`config.mk`:
```
export PLATFORM = sky130hd
export DESIGN_NAME = mem_req_scheduler
export DESIGN_NICKNAME = d
export VERILOG_FILES = /design/src/rtl/mem_req_scheduler_pkg.sv /design/src/rtl/mem_tag_owner_table.sv /design/src/rtl/mem_req_scheduler.sv
export SDC_FILE = /design/constraint.sdc
export NUM_CORES = 1
export LEC_CHECK = 0
export CAP_MARGIN = 20
export CORE_AREA = 2 2 154 156
export CTS_CLUSTER_DIAMETER = 200
export DETAILED_ROUTE_END_ITERATION = 10
export DIE_AREA = 0 0 156 158
export HOLD_SLACK_MARGIN = 0.08
export PLACE_DENSITY_LB_ADDON = 0.05
export SYNTH_ARGS = -nofsm -noshare
export SYNTH_HDL_FRONTEND = slang
export SYNTH_SLANG_ARGS = --single-unit
```
`constraint.sdc`:
```
create_clock -name clock -period 3.5 [get_ports clock]
set_input_delay 0.7 -clock clock [delete_from_list [all_inputs] [get_ports clock]]
set_output_delay 0.7 -clock clock [all_outputs]
set_load 0.05 [all_outputs]
```
`src/rtl/mem_req_scheduler_pkg.sv`:
```
// Shared types for the memory request scheduler: bus commands, access sizes,
// and the requester identity stored in the tag owner table.
package mem_req_scheduler_pkg;

    localparam int XLEN = 32;

    typedef enum logic [1:0] {
        BUS_NONE  = 2'h0,
        BUS_LOAD  = 2'h1,
        BUS_STORE = 2'h2
    } BUS_COMMAND;

    typedef enum logic [1:0] {
        BYTE   = 2'h0,
        HALF   = 2'h1,
        WORD   = 2'h2,
        DOUBLE = 2'h3
    } MEM_SIZE;

    typedef enum logic {
        REQ_DCACHE = 1'b0,
        REQ_ICACHE = 1'b1
    } MEM_REQUESTER;

    // A requester is active whenever it drives anything other than BUS_NONE.
    function automatic logic bus_active(input BUS_COMMAND cmd);
        return cmd != BUS_NONE;
    endfunction

endpackage

```
`src/rtl/mem_tag_owner_table.sv`:
```
// Tag owner table: one {valid, owner} entry per memory tag. A lookup reads the
// current (pre-edge) state so a same-cycle return sees the old owner; the
// clear from that return is applied before the allocation, so a same-tag
// allocation in the same cycle survives.
module mem_tag_owner_table
    import mem_req_scheduler_pkg::*;
#(
    parameter int NUM_TAGS = 16
) (
    input  logic                        clock,
    input  logic                        reset,
    input  logic                        alloc_en,
    input  logic [$clog2(NUM_TAGS)-1:0] alloc_tag,
    input  MEM_REQUESTER                alloc_owner,
    input  logic [$clog2(NUM_TAGS)-1:0] lookup_tag,
    output logic                        lookup_valid,
    output MEM_REQUESTER                lookup_owner,
    output logic                        orphan_err,
    output logic                        overwrite_err
);

    logic [NUM_TAGS-1:0] valid_q, valid_d;
    logic [NUM_TAGS-1:0] owner_q, owner_d;
    logic                ret_req;

    // Lookup, error strobes and next-state of the table.
    always_comb begin
        valid_d       = valid_q;
        owner_d       = owner_q;
        ret_req       = lookup_tag != '0;
        lookup_valid  = ret_req && valid_q[lookup_tag];
        lookup_owner  = MEM_REQUESTER'(owner_q[lookup_tag]);
        orphan_err    = ret_req && !valid_q[lookup_tag];
        // A slot being released by a return this cycle is not an overwrite.
        overwrite_err = alloc_en && valid_q[alloc_tag] &&
                        !(ret_req && (lookup_tag == alloc_tag));
        if (ret_req) begin
            valid_d[lookup_tag] = 1'b0;
        end
        if (alloc_en) begin
            valid_d[alloc_tag] = 1'b1;
            owner_d[alloc_tag] = alloc_owner;
        end
    end

    // Table state register; reset discards all ownership.
    always_ff @(posedge clock) begin
        if (reset) begin
            valid_q <= '0;
            owner_q <= '0;
        end else begin
            valid_q <= valid_d;
            owner_q <= owner_d;
        end
    end

endmodule

```
`src/rtl/mem_req_scheduler.sv`:
```
// Memory request scheduler: arbitrates the single memory bus between Dcache
// (priority) and Icache (anti-starvation forced grant), tracks tag ownership
// and routes tagged returns to the issuing cache.
// Optional feature macro: MEM_SCHED_STATS_EN adds saturating grant/reject
// statistics counters.
module mem_req_scheduler
    import mem_req_scheduler_pkg::*;
#(
    parameter int NUM_TAGS     = 16,
    parameter int STARVE_LIMIT = 8
`ifdef MEM_SCHED_STATS_EN
    ,
    parameter int CNT_W        = 32
`endif
) (
    input  logic                        clock,
    input  logic                        reset,
    input  BUS_COMMAND                  Dcache2mem_command,
    input  MEM_SIZE                     Dcache2mem_size,
    input  logic [XLEN-1:0]             Dcache2mem_addr,
    input  logic [XLEN-1:0]             Dcache2mem_data,
    input  BUS_COMMAND                  Icache2mem_command,
    input  logic [XLEN-1:0]             Icache2mem_addr,
    input  logic [$clog2(NUM_TAGS)-1:0] mem2cache_response,
    input  logic [63:0]                 mem2cache_data,
    input  logic [$clog2(NUM_TAGS)-1:0] mem2cache_tag,
    output BUS_COMMAND                  cache2mem_command,
    output MEM_SIZE                     cache2mem_size,
    output logic [XLEN-1:0]             cache2mem_addr,
    output logic [XLEN-1:0]             cache2mem_data,
    output logic [$clog2(NUM_TAGS)-1:0] mem2Dcache_response,
    output logic [63:0]                 mem2Dcache_data,
    output logic [$clog2(NUM_TAGS)-1:0] mem2Dcache_tag,
    output logic [$clog2(NUM_TAGS)-1:0] mem2Icache_response,
    output logic [63:0]                 mem2Icache_data,
    output logic [$clog2(NUM_TAGS)-1:0] mem2Icache_tag,
    output logic [$clog2(NUM_TAGS):0]   d_outstanding,
    output logic [$clog2(NUM_TAGS):0]   i_outstanding,
    output logic                        sched_err
`ifdef MEM_SCHED_STATS_EN
    ,
    output logic [CNT_W-1:0]            stat_d_grants,
    output logic [CNT_W-1:0]            stat_i_grants,
    output logic [CNT_W-1:0]            stat_i_forced,
    output logic [CNT_W-1:0]            stat_rejects
`endif
);

    localparam int OUT_W    = $clog2(NUM_TAGS) + 1;
    localparam int STARVE_W = $clog2(STARVE_LIMIT + 1);

    logic [STARVE_W-1:0] starve_cnt_q, starve_cnt_d;
    logic [OUT_W-1:0]    d_out_q, d_out_d;
    logic [OUT_W-1:0]    i_out_q, i_out_d;
    logic                err_q, err_d;

    logic         d_act, i_act, force_i, grant_d, grant_i, accepted;
    logic         alloc_en;
    MEM_REQUESTER alloc_owner;
    logic         lookup_valid, orphan_err, overwrite_err;
    MEM_REQUESTER lookup_owner;
    logic         d_inc, d_dec, i_inc, i_dec;

    // Zero-latency grant and bus mux; Icache wins only when forced or Dcache idle.
    always_comb begin
        d_act               = bus_active(Dcache2mem_command);
        i_act               = bus_active(Icache2mem_command);
        force_i             = starve_cnt_q >= STARVE_W'(STARVE_LIMIT);
        grant_i             = i_act && (force_i || !d_act);
        grant_d             = d_act && !grant_i;
        cache2mem_command   = BUS_NONE;
        cache2mem_size      = BYTE;
        cache2mem_addr      = '0;
        cache2mem_data      = '0;
        if (grant_d) begin
            cache2mem_command = Dcache2mem_command;
            cache2mem_size    = Dcache2mem_size;
            cache2mem_addr    = Dcache2mem_addr;
            cache2mem_data    = Dcache2mem_data;
        end else if (grant_i) begin
            cache2mem_command = Icache2mem_command;
            cache2mem_size    = DOUBLE;
            cache2mem_addr    = Icache2mem_addr;
        end
        accepted            = (grant_d || grant_i) && (mem2cache_response != '0);
        alloc_en            = accepted && (cache2mem_command == BUS_LOAD);
        alloc_owner         = grant_i ? REQ_ICACHE : REQ_DCACHE;
        mem2Dcache_response = grant_d ? mem2cache_response : '0;
        mem2Icache_response = grant_i ? mem2cache_response : '0;
    end

    mem_tag_owner_table #(
        .NUM_TAGS(NUM_TAGS)
    ) u_owner_table (
        .clock        (clock),
        .reset        (reset),
        .alloc_en     (alloc_en),
        .alloc_tag    (mem2cache_response),
        .alloc_owner  (alloc_owner),
        .lookup_tag   (mem2cache_tag),
        .lookup_valid (lookup_valid),
        .lookup_owner (lookup_owner),
        .orphan_err   (orphan_err),
        .overwrite_err(overwrite_err)
    );

    // Return routing: only the owning cache sees the tag; orphans go nowhere.
    always_comb begin
        mem2Dcache_data = mem2cache_data;
        mem2Icache_data = mem2cache_data;
        mem2Dcache_tag  = (lookup_valid && lookup_owner == REQ_DCACHE) ? mem2cache_tag : '0;
        mem2Icache_tag  = (lookup_valid && lookup_owner == REQ_ICACHE) ? mem2cache_tag : '0;
    end

    // Next-state for starvation counter, outstanding counters and error flag.
    always_comb begin
        starve_cnt_d = starve_cnt_q;
        if (!i_act || (grant_i && accepted)) begin
            starve_cnt_d = '0;
        end else if (starve_cnt_q < STARVE_W'(STARVE_LIMIT)) begin
            starve_cnt_d = starve_cnt_q + STARVE_W'(1);
        end
        d_inc   = alloc_en && (alloc_owner == REQ_DCACHE);
        i_inc   = alloc_en && (alloc_owner == REQ_ICACHE);
        d_dec   = lookup_valid && (lookup_owner == REQ_DCACHE);
        i_dec   = lookup_valid && (lookup_owner == REQ_ICACHE);
        d_out_d = d_out_q;
        i_out_d = i_out_q;
        if (d_inc && !d_dec) d_out_d = d_out_q + OUT_W'(1);
        if (d_dec && !d_inc) d_out_d = d_out_q - OUT_W'(1);
        if (i_inc && !i_dec) i_out_d = i_out_q + OUT_W'(1);
        if (i_dec && !i_inc) i_out_d = i_out_q - OUT_W'(1);
        err_d = err_q || orphan_err || overwrite_err;
    end

    // Scheduler state register.
    always_ff @(posedge clock) begin
        if (reset) begin
            starve_cnt_q <= '0;
            d_out_q      <= '0;
            i_out_q      <= '0;
            err_q        <= 1'b0;
        end else begin
            starve_cnt_q <= starve_cnt_d;
            d_out_q      <= d_out_d;
            i_out_q      <= i_out_d;
            err_q        <= err_d;
        end
    end

    assign d_outstanding = d_out_q;
    assign i_outstanding = i_out_q;
    assign sched_err     = err_q;

`ifdef MEM_SCHED_STATS_EN
    logic [CNT_W-1:0] stat_d_q, stat_d_d;
    logic [CNT_W-1:0] stat_i_q, stat_i_d;
    logic [CNT_W-1:0] stat_f_q, stat_f_d;
    logic [CNT_W-1:0] stat_r_q, stat_r_d;

    // Saturating statistics next-state.
    always_comb begin
        stat_d_d = stat_d_q;
        stat_i_d = stat_i_q;
        stat_f_d = stat_f_q;
        stat_r_d = stat_r_q;
        if (accepted && grant_d && stat_d_q != '1) stat_d_d = stat_d_q + CNT_W'(1);
        if (accepted && grant_i && stat_i_q != '1) stat_i_d = stat_i_q + CNT_W'(1);
        if (grant_i && force_i && stat_f_q != '1)  stat_f_d = stat_f_q + CNT_W'(1);
        if ((grant_d || grant_i) && !accepted && stat_r_q != '1) stat_r_d = stat_r_q + CNT_W'(1);
    end

    // Statistics register.
    always_ff @(posedge clock) begin
        if (reset) begin
            stat_d_q <= '0;
            stat_i_q <= '0;
            stat_f_q <= '0;
            stat_r_q <= '0;
        end else begin
            stat_d_q <= stat_d_d;
            stat_i_q <= stat_i_d;
            stat_f_q <= stat_f_d;
            stat_r_q <= stat_r_d;
        end
    end

    assign stat_d_grants = stat_d_q;
    assign stat_i_grants = stat_i_q;
    assign stat_i_forced = stat_f_q;
    assign stat_rejects  = stat_r_q;
`endif

endmodule

```
Yosys cells after proc, flatten, opt, wreduce, memory -nomap -nowiden. Cells that the tools add are included.

Bitwise gates (word level): 5. Multiplexer cells: 29. Equal/unequal tests: 2. Add/subtract/negate cells: 5. Reductions and logical operators: 41. Magnitude comparators: 6.

Operators with widths (number): $mux 32 (3); $mux 16 (2); $logic_and 1x1->1 (20); $mux 5 (4); $and 16x16->16 (1); $bwmux 16 (1); $mux 4 (4); $not 16->16 (1); $or 16x16->16 (1); $bmux 1 s4 (3); $add 5x1->5 const B (2); $lt 4x5->1 const B (2); $sub 5x1->5 const B (2); $logic_not 1->1 (9); $demux 1 s4 (2); $ge 4x1->1 const B (2); $mux 2 (4); $reduce_bool 2->1 (4); $reduce_bool 4->1 (2); $mux 1 (6); $logic_or 1x1->1 (5); $add 4x1->4 const B (1); $eq 4x4->1 (1); $ge 4x4->1 const B (1); other kinds (4) (5).

Output and inout port bits: 223. Word-level logic and storage cells: 94. Input port bits: 176. Bits in registers: 47.

Logic depth before layout (Yosys ltp). Gate-level depths: netlist (run 1).

Word-level depth: 13. Mapped depth: 16. Mapped depth without buffers: 13.

Modules after synthesis. Synthesis (run 1) repeated with hierarchy kept, for this count alone.

Cell total of the unflattened synthesis: 539. Area, all modules: 4336.7 µm².

By module, submodules not included: mem_req_scheduler (cells an instance 349, area an instance 2630.0 µm², instances 1, seq. area each 300.3 µm²); mem_tag_owner_table (cells an instance 190, area an instance 1706.6 µm², instances 1, seq. area each 640.6 µm²).

Worst setup path before layout (run 1). Ideal clock, no wire load.

Path type: input-to-reg. Start: in mem2cache_tag[0]. End: reg d_out_q[4], in the netlist d_outstanding[4]. Data arrival time: 3568 ps. Required time: 3379 ps. Path buffers: 2. Stages: 14. Library setup time: 121 ps. Path slack: -189 ps. Cells stage by stage: buf_2 > mux4_2 > nand3b_1 > nand4_1 > nor3_1 > ha_1 > clkbuf_1 > xor2_1 > ha_1 > o21a_1 > o21ai_0 > nand2b_1 > a211oi_1 > mux2_2.

Longest elaborated chain between the ends: 7.

Ends and longest elaborated chain: from (decl) (RTL line mem_req_scheduler.sv:26) `input logic [$clog2(NUM_TAGS)-1:0] mem2cache_tag,`; $bmux 1 s4, on equally long branches (RTL line mem_tag_owner_table.sv:31, mem_tag_owner_table.sv:32); $mux 1, on equally long branches (RTL line mem_tag_owner_table.sv:31, mem_tag_owner_table.sv:32); $logic_and 1x1->1 or $not 1->1 (tied branches) (RTL line mem_tag_owner_table.sv:31, mem_req_scheduler.sv:125); $logic_and 1x1->1 * (RTL line mem_req_scheduler.sv:125) `d_dec = lookup_valid && (lookup_owner == REQ_DCACHE);`; $logic_not 1->1 (RTL line mem_req_scheduler.sv:129) `if (d_inc && !d_dec) d_out_d = d_out_q + OUT_W'(1);`; $logic_and 1x1->1 (RTL line mem_req_scheduler.sv:129); $reduce_bool 2->1 (no line); to (signal assigned) (RTL line mem_req_scheduler.sv:145) `d_out_q <= d_out_d;`; to (decl) (RTL line mem_req_scheduler.sv:53) `logic [OUT_W-1:0] d_out_q, d_out_d;`.

Mark *: on every way between the ends. The rest lies on a longest branch, timed or not. The select of a mux whose other input is x is not followed. A chain may end at the register's enable or synchronous reset.

Final worst setup path (run 1).
Start: in Dcache2mem_command[1]. End: out cache2mem_addr[10].

Longest elaborated chain between the ends: 7.

Ends and longest elaborated chain: from (decl) (RTL line mem_req_scheduler.sv:18) `input BUS_COMMAND Dcache2mem_command,`; $reduce_bool 2->1 * (RTL line mem_req_scheduler_pkg.sv:27) `return cmd != BUS_NONE;`; $logic_not 1->1 (RTL line mem_req_scheduler.sv:69) `grant_i = i_act && (force_i || !d_act);`; $logic_or 1x1->1 (RTL line mem_req_scheduler.sv:69); $logic_and 1x1->1 (RTL line mem_req_scheduler.sv:69); $logic_not 1->1 (RTL line mem_req_scheduler.sv:70) `grant_d = d_act && !grant_i;`; $logic_and 1x1->1 (RTL line mem_req_scheduler.sv:70); $mux 32 * (RTL line mem_req_scheduler.sv:75) `if (grant_d) begin`; to (decl) (RTL line mem_req_scheduler.sv:29) `output logic [XLEN-1:0] cache2mem_addr,`.

Mark *: on every way between the ends. The rest lies on a longest branch, timed or not.

==> key figures, run 1 <==
Timing
  – Fin crit period: 3.437 ns
  – Accumulated negative setup slack: 0 ns
  – Unrepaired setup endpoints after global routing: true
  – Final-report hold violation count: 0
  – Worst Tran Pin Value: 0.6401 ns
  – Highest attainable clock frequency: 0.2909 GHz
  – Final-report max-slew violation count: 0
  – Post-Route Skew: 0.009853 ns
  – Setup-violating endpoint count in the final report: 0
  – Fin crit share: 98.21%
  – Worst slew margin: 57.19%

Place
  – Total of buffers placed on input and output ports: 206
  – Instance area at placement: 7122 um2
  – Half-perimeter wire length after placement: 16730 um
  – Routability-driven placement congestion ratio: 0.8901

Synth
  – Number of synthesized register bits: 47
  – Most common cell in the synthesized netlist: buf_4
  – Netlist cell types: 48
  – Register area share after synthesis: 20.46%
  – Average cell area after synthesis: 7.312 um2
  – Post-synth design cell area: 4599 um2
  – Synth top area share: 21.38%
  – Share of synthesized flip-flops with an asynchronous set or reset: 0%
  – Mapped Cells: 629
  – Library cell occupying the most area in the post-synthesis netlist: buf_4
  – Count of flip-flops with a built-in enable after synthesis: 0
  – Synth cell count leaders: buf_4 (131), nand2_1 (83), nand3_1 (51)
  – Cell types with the largest area share after synthesis: buf_4 (21%), dfxtp_1 (20%), nand2_1 (6.8%)
  – Flip-flop cell with the highest count after synthesis: dfxtp_1
  – Synthesis warning total: 0
  – Total nets after synthesis: 814

Drt
  – Iteration-0 DRC Markers: 365
  – Post-detailed-routing wire length: 21150 um
  – Total vias in the final route: 4749
  – # DRC: 0
  – Number of nets with antenna violations after detailed routing: 0
  – Detail-routed via count per cell: 4.611
  – Number of iterations in the first detailed-routing pass: 5
  – Routed wire length per instance: 20.54 um

Clock network
  – Total number of H-tree levels: 2
  – CTS tree: done
  – Clock transition at the registers of the reported paths: 0.06 ns
  – TritonCTS buffer count: 5
  – Sinks on the clock net: 47
  – Number of hold-repair buffers added at the cts stage: 0
  – Largest buffer count on any clock path: 2
  – Clock tree root buffer cell: clkbuf_16
  – Clk Latency, worst-skew pair: 0.29 ns

Worst setup path
  – Critical path launch point: Dcache2mem_command[1]
  – R2r startpoint: u_owner_table.valid_q[0]$_SDFF_PP0_
  – Arrival time at the worst endpoint: 2.74 ns
  – Path type of the worst setup path: input port to output port
  – R2R setup slack: 0.61 ns
  – Required @ worst endpoint: 2.80 ns
  – R2R depth: 13
  – Startpoint kind of the worst setup timing path: input port
  – Element type at the critical path end: output port
  – Terminus of the critical flop-to-flop path: d_outstanding[4]$_SDFFE_PP0P_
  – Top fanout value on the critical path: 41
  – Capture point of the worst path: cache2mem_addr[10]

Floorplanning
  – Initial core utilization: 19.95%
  – Std cell rows: 56
  – Die width: 156 um
  – Core Area: 23050 um2
  – Boundary pin count: 399
  – Chip height: 158 um
  – Floorplan die area: 24650 um2

Power
  – Highest ir drop seen on vdd: 0.2607 mV
  – Leakage dissipation: 3.280 nW
  – Power per standard cell area: 318.6 nW/um2

Global routing
  – Remaining global-route overflow: 0
  – Vias in the first global route: 4679
  – Wire length of the first global-routing pass: 30090 um
  – Maximum number of pins on one net before global-route repair: 67
  – Initial antenna violation count: 0
  – GRT Resource Usage Total: 16.35%

Cells and area
  – Proportion of layout cells with a drive suffix above 1: 25.95%
  – Core occupancy in the finished layout: 32.70%
  – Antenna diodes: 0
  – Net count, final: 924
  – Area overhead of the layout relative to synthesis: 63.90%
  – Post-layout instance area: 7538 um2

Run
  – Max-cap violations: 0

Min path
  – Worst min-delay path category: flip-flop to flip-flop

Outcome
  – Result of the run: finished, final reports clean
## how the worst min path moves through the flow
stage | startpoint | endpoint | slack, ns | depth (start not counted)
final | u_owner_table.owner_q[0]$_SDFFE_PP0P_ | u_owner_table.owner_q[0]$_SDFFE_PP0P_ | 0.47 | 1
after floorplan | u_owner_table.owner_q[0]$_SDFFE_PP0P_ | u_owner_table.owner_q[0]$_SDFFE_PP0P_ | 0.43 | 1
after global placement | u_owner_table.owner_q[0]$_SDFFE_PP0P_ | u_owner_table.owner_q[0]$_SDFFE_PP0P_ | 0.46 | 1
after global routing | u_owner_table.owner_q[0]$_SDFFE_PP0P_ | u_owner_table.owner_q[0]$_SDFFE_PP0P_ | 0.48 | 1
after detailed placement | u_owner_table.owner_q[0]$_SDFFE_PP0P_ | u_owner_table.owner_q[0]$_SDFFE_PP0P_ | 0.47 | 1
after CTS | u_owner_table.owner_q[0]$_SDFFE_PP0P_ | u_owner_table.owner_q[0]$_SDFFE_PP0P_ | 0.48 | 1
## timing repair
item / 4_1_cts / 5_1_grt
endpoints found under the setup margin: 28 / 35
gates cloned: 2 / 0
buffers inserted: 16 / 0
resized for setup: 10 / 10
pin swaps: 4 / 1
## flip-flops by register name, summed over array words and instances (netlist names)
register and cells:
u_owner_table.owner_q 16, u_owner_table.valid_q 16, d_outstanding 5, i_outstanding 5
starve_cnt_q 4, sched_err 1
## layout make-up
type / count / area [um2]
fillers: 2402 / 15510
multi-input cells: 400 / 2512
repair buffers: 279 / 3507
well taps: 290 / 362.8
clock inverters: 3 / 67.56
flip-flops and latches: 47 / 940.9
inverters: 6 / 22.52
clock buffers: 5 / 125.1
## critical path, stage by stage
cell and delay, ns:
clkdlybuf4s50_1 0.46, buf_4 0.17, or2_4 0.27, a21o_2 0.23
buf_4 0.14, buf_8 0.17, buf_4 0.20, nand3_1 0.09
nand2_1 0.11, buf_12 0.17
## cell families (layout without fill, tap and decap cells)
kind of cell	Yosys count	after routing	share of synthesized area, %
adder cells (fa/ha/maj)	9	9	2.448
AND/OR/NAND/NOR	267	267	29.41
AO/OA/AOI/OAI	78	78	9.957
XOR/XNOR	15	15	2.856
multiplexers	31	31	8.950
flip-flops	47	47	20.46
buffers and inverters	182	293	25.92
## placed cells by master, fill, tap and decap left out, types with 7 or more instances in the layout
cell / netlist / routed
ha_1: 9 / 8
o21ai_0: 23 / 22
dfxtp_1: 47 / 47
nand3b_1: 7 / 7
mux2i_1: 22 / 21
buf_4: 131 / 69
xor2_1: 11 / 11
and2_1: 11 / 10
nand2_1: 83 / 83
nand2b_1: 8 / 8
and3_1: 37 / 37
a21oi_1: 31 / 31
nor2b_1: 9 / 9
nand3_1: 51 / 51
clkdlybuf4s50_1: 0 / 118
buf_12: 0 / 84
mux4_2: 8 / 8
nor2_1: 32 / 32
## report_power, final
part | internal, mW | switching (mW)
Clock | 0.409 | 0.213
Sequential | 0.555 | 0.0271
Combinational | 0.577 | 0.620
## routing by layer
layer	up-vias	part of all wire [%]	global-route usage [%]
met5	-	0.79	5.176
met2	309	43	24.76
met3	15	13	8.760
met1	2198	43	20.53
met4	4	0.67	2.403
li1	2223	-	-
## stage by stage
stage	hold WS (ns)	instances	total power, mW	setup slack, ns
6_report	0.4736	1030	2.402	0.06255
5_1_grt	0.4821	1030	2.508	-0.08198
4_1_cts	0.4763	1030	2.427	0.02935
3_5_place_dp	0.4678	1004	1.760	-0.5935
3_3_place_gp	0.4646	1004	1.759	-0.4712
2_1_floorplan	0.4332	629	1.532	0.009362
Note: power is estimated with default switching activity, not from simulation.
==> run 2, diff against run 1 <==
--- a/config.mk
+++ b/config.mk
@@ -11,7 +11,8 @@
 export DETAILED_ROUTE_END_ITERATION = 10
 export DIE_AREA = 0 0 156 158
 export HOLD_SLACK_MARGIN = 0.08
-export PLACE_DENSITY_LB_ADDON = 0.05
+export PLACE_DENSITY = 0.61
+export SLEW_MARGIN = 10
 export SYNTH_ARGS = -nofsm -noshare
 export SYNTH_HDL_FRONTEND = slang
 export SYNTH_SLANG_ARGS = --single-unit
==> key figures, run 2 (synthesis results as in run 1) <==
Timing
  – Fin crit period: 3.299 ns (-0.1383 ns)
  – Fin crit share: 94.26% (-4.0 points)
  – Setup-violating endpoint count in the final report: 0 (unchanged)
  – Final-report max-slew violation count: 0 (unchanged)
  – Highest attainable clock frequency: 0.3031 GHz (+4.2%)
  – Worst Tran Pin Value: 0.6430 ns (+0.002887 ns)
  – WHS: 0.4717 ns (-0.001888 ns)
  – Setup slack after layout: 0.2008 ns (+0.1383 ns)
  – Post-Route Skew: 0.007749 ns (-0.002104 ns)
  – Final-report hold violation count: 0 (unchanged)
  – Worst slew margin: 57.13% (-0.059 points)
  – Unrepaired setup endpoints after global routing: false

Worst setup path
  – R2R depth: 12 (-1)
  – Required @ worst endpoint: 2.80 ns (about the same)
  – R2r startpoint: u_owner_table.owner_q[11]$_SDFFE_PP0P_
  – Startpoint kind of the worst setup timing path: input port
  – Arrival time at the worst endpoint: 2.60 ns (-0.14 ns)
  – Chain of cells forming the critical path: clkdlybuf4s50_1 > buf_4 > nor2_1 > a21o_2 > buf_4 > buf_4 > and3_1 > buf_12
  – Most prevalent standard cell on the critical path: buf_4
  – Top fanout value on the critical path: 37 (-9.8%)
  – Element type at the critical path end: output port
  – Crit path largest cell delay: 0.45 ns (about the same)
  – Cell with the largest stage delay on the worst path: clkdlybuf4s50_1
  – Path type of the worst setup path: input port to output port
  – Critical path launch point: Icache2mem_command[1]

Clock network
  – Clock transition at the registers of the reported paths: 0.06 ns (about the same)
  – Number of hold-repair buffers added at the cts stage: 0 (unchanged)
  – Clock tree root buffer cell: clkbuf_16
  – Clk Latency, worst-skew pair: 0.29 ns (about the same)
  – Largest buffer count on any clock path: 2 (unchanged)
  – TritonCTS buffer count: 5 (unchanged)
  – CTS tree: done
  – Total number of H-tree levels: 2 (unchanged)
  – Sinks on the clock net: 47 (unchanged)

Place
  – Half-perimeter wire length after placement: 13460 um (-20%)
  – Setup WS pre-CTS: -0.4093 ns (+0.1843 ns)
  – Total of buffers placed on input and output ports: 206 (unchanged)
  – Routability-driven placement congestion ratio: 0.8146 (-8.5%)

Min path
  – Hold Path Origin: u_owner_table.owner_q[0]$_SDFFE_PP0P_
  – Worst min-delay path category: flip-flop to flip-flop
  – Number of cells on the worst hold path: 1 (unchanged)

Floorplanning
  – Chip height: 158 um (unchanged)
  – Die width: 156 um (unchanged)
  – Std cell rows: 56 (unchanged)
  – Core Area: 23050 um2 (unchanged)
  – Boundary pin count: 399 (unchanged)
  – Initial core utilization: 19.95% (unchanged)
  – Floorplan die area: 24650 um2 (unchanged)

Drt
  – Iteration-0 DRC Markers: 283 (-22%)
  – Post-detailed-routing wire length: 16940 um (-20%)
  – Total vias in the final route: 4597 (-3.2%)
  – Routed wire length per instance: 16.69 um (-19%)
  – Number of iterations in the first detailed-routing pass: 4 (-1)
  – Number of nets with antenna violations after detailed routing: 0 (unchanged)
  – # DRC: 0 (unchanged)
  – Detail-routed via count per cell: 4.529 (-1.8%)

Cells and area
  – Commonest non-fill, non-tap cell in the layout: clkdlybuf4s50_1
  – Leading registers by flop count: u_owner_table.owner_q (16), u_owner_table.valid_q (16)
  – Most frequent cells in the layout: clkdlybuf4s50_1 (119), buf_12 (85), nand2_1 (83)
  – Layout filler cell count: 2338 (-2.7%)
  – Antenna diodes: 0 (unchanged)
  – Area overhead of the layout relative to synthesis: 61.53%
  – Net count, final: 909 (-1.6%)
  – Proportion of layout cells with a drive suffix above 1: 25.10% (-0.84 points)
  – Footprint of the flip-flops and latches: 940.9 um2 (unchanged)
  – Area used by multi-input combinational logic: 2561 um2 (+1.9%)

Global routing
  – Wire length of the first global-routing pass: 24340 um (-19%)
  – Met1 GRT Util: 13.34% (-7.2 points)
  – Initial antenna violation count: 0 (unchanged)
  – GRT Resource Usage Total: 12.63% (-3.7 points)
  – Met3 capacity usage during global routing: 5.995% (-2.8 points)
  – Fraction of met2 tracks used by global routing: 22.76% (-2.0 points)
  – Remaining global-route overflow: 0 (unchanged)
  – Vias in the first global route: 4306 (-8.0%)
  – Global routing's busiest layer: met2
  – Maximum number of pins on one net before global-route repair: 71 (+6.0%)

Outcome
  – Result of the run: finished, final reports clean

Power
  – Part of the power in registers: 25.9% (+1.6 points)
  – Power per standard cell area: 303.3 nW/um2 (-4.8%)
  – Internal cell power: 1.410 mW (-8.5%)
  – Net switching share of the total power: 37.42% (+1.6 points)
  – Highest ir drop seen on vdd: 0.1926 mV (-26%)
  – Clk pwr share: 21.9% (-4.0 points)
  – Leakage dissipation: 3.187 nW (-2.8%)
  – Switching power of the nets: 843.2 uW (-1.9%)
  – Combinational power share: 52.2% (+2.3 points)

Run
  – Max-cap violations: 0 (unchanged)
==> run 2: changes by cell type in the layout (fill, tap and decap cells not counted), sizes merged <==
cell           before  now
buf               155  141
bufbuf              2    0
bufinv              2    0
clkbuf              7    8
clkdlybuf4s50     118  119
clkinv              0    1
clkinvlp            1    0
dlymetal6s2s        2    3
==> run 2: timing repair <==
action	4_1_cts	5_1_grt
endpoints found under the setup margin	3	38
gates resized for setup	4	21
buffers inserted	5	1
gates cloned	0	1
pin swaps	3	7
==> run 2: final timing paths <==
check	to	slack (ns)
worst max-delay path	cache2mem_data[29]	0.20
worst min-delay path	u_owner_table.owner_q[0]$_SDFFE_PP0P_	0.47
worst max register to register	d_outstanding[4]$_SDFFE_PP0P_	0.72
worst min register to register	u_owner_table.owner_q[0]$_SDFFE_PP0P_	0.47
==> run 2: power groups by stage <==
stage          Sequential (mW)  Combinational (mW)  Clock [mW]
2_1_floorplan            0.630               0.902           0
3_3_place_gp             0.594                1.14           0
3_5_place_dp             0.594                1.15           0
4_1_cts                  0.582                1.16       0.501
5_1_grt                  0.586                1.24       0.518
6_report                 0.584                1.18       0.493
==> run 2: metrics by stage <==
stage                     util [%]  power, mW  cell area [um2]  instances  TNS (ns)
after floorplan                  -      1.532             4611        629         0
after global placement       30.82      1.735             7104       1000    -1.052
after detailed placement     30.82      1.741             7104       1000    -1.287
after CTS                    31.70      2.244             7307       1013  -0.03332
after global routing         32.23      2.342             7430       1015         0
final                        32.23      2.253             7430       1015         0
==> run 2: layout make-up <==
class,count,share of cell area (%)
Clock inverter,1,0.1179
Tap cell,290,4.884
Inverter,6,0.3031
Multi-Input combinational cell,400,34.47
Sequential cell,47,12.66
Timing Repair Buffer,264,45.64
Clock buffer,7,1.920
==> run 2: worst max-delay path, delay by kind of cell <==
kind / cells / cell delay, ns
and+or+nand+nor: 2 / 0.55
buffers and inverters: 5 / 1.18
AOI/OAI and AO/OA: 1 / 0.15
==> run 2: per-layer routing <==
layer  up-vias  share of wire, %
met5         -              0.83
met1      2138                36
met2       251                50
met4         2              0.94
met3        13                12
li1       2193                 -
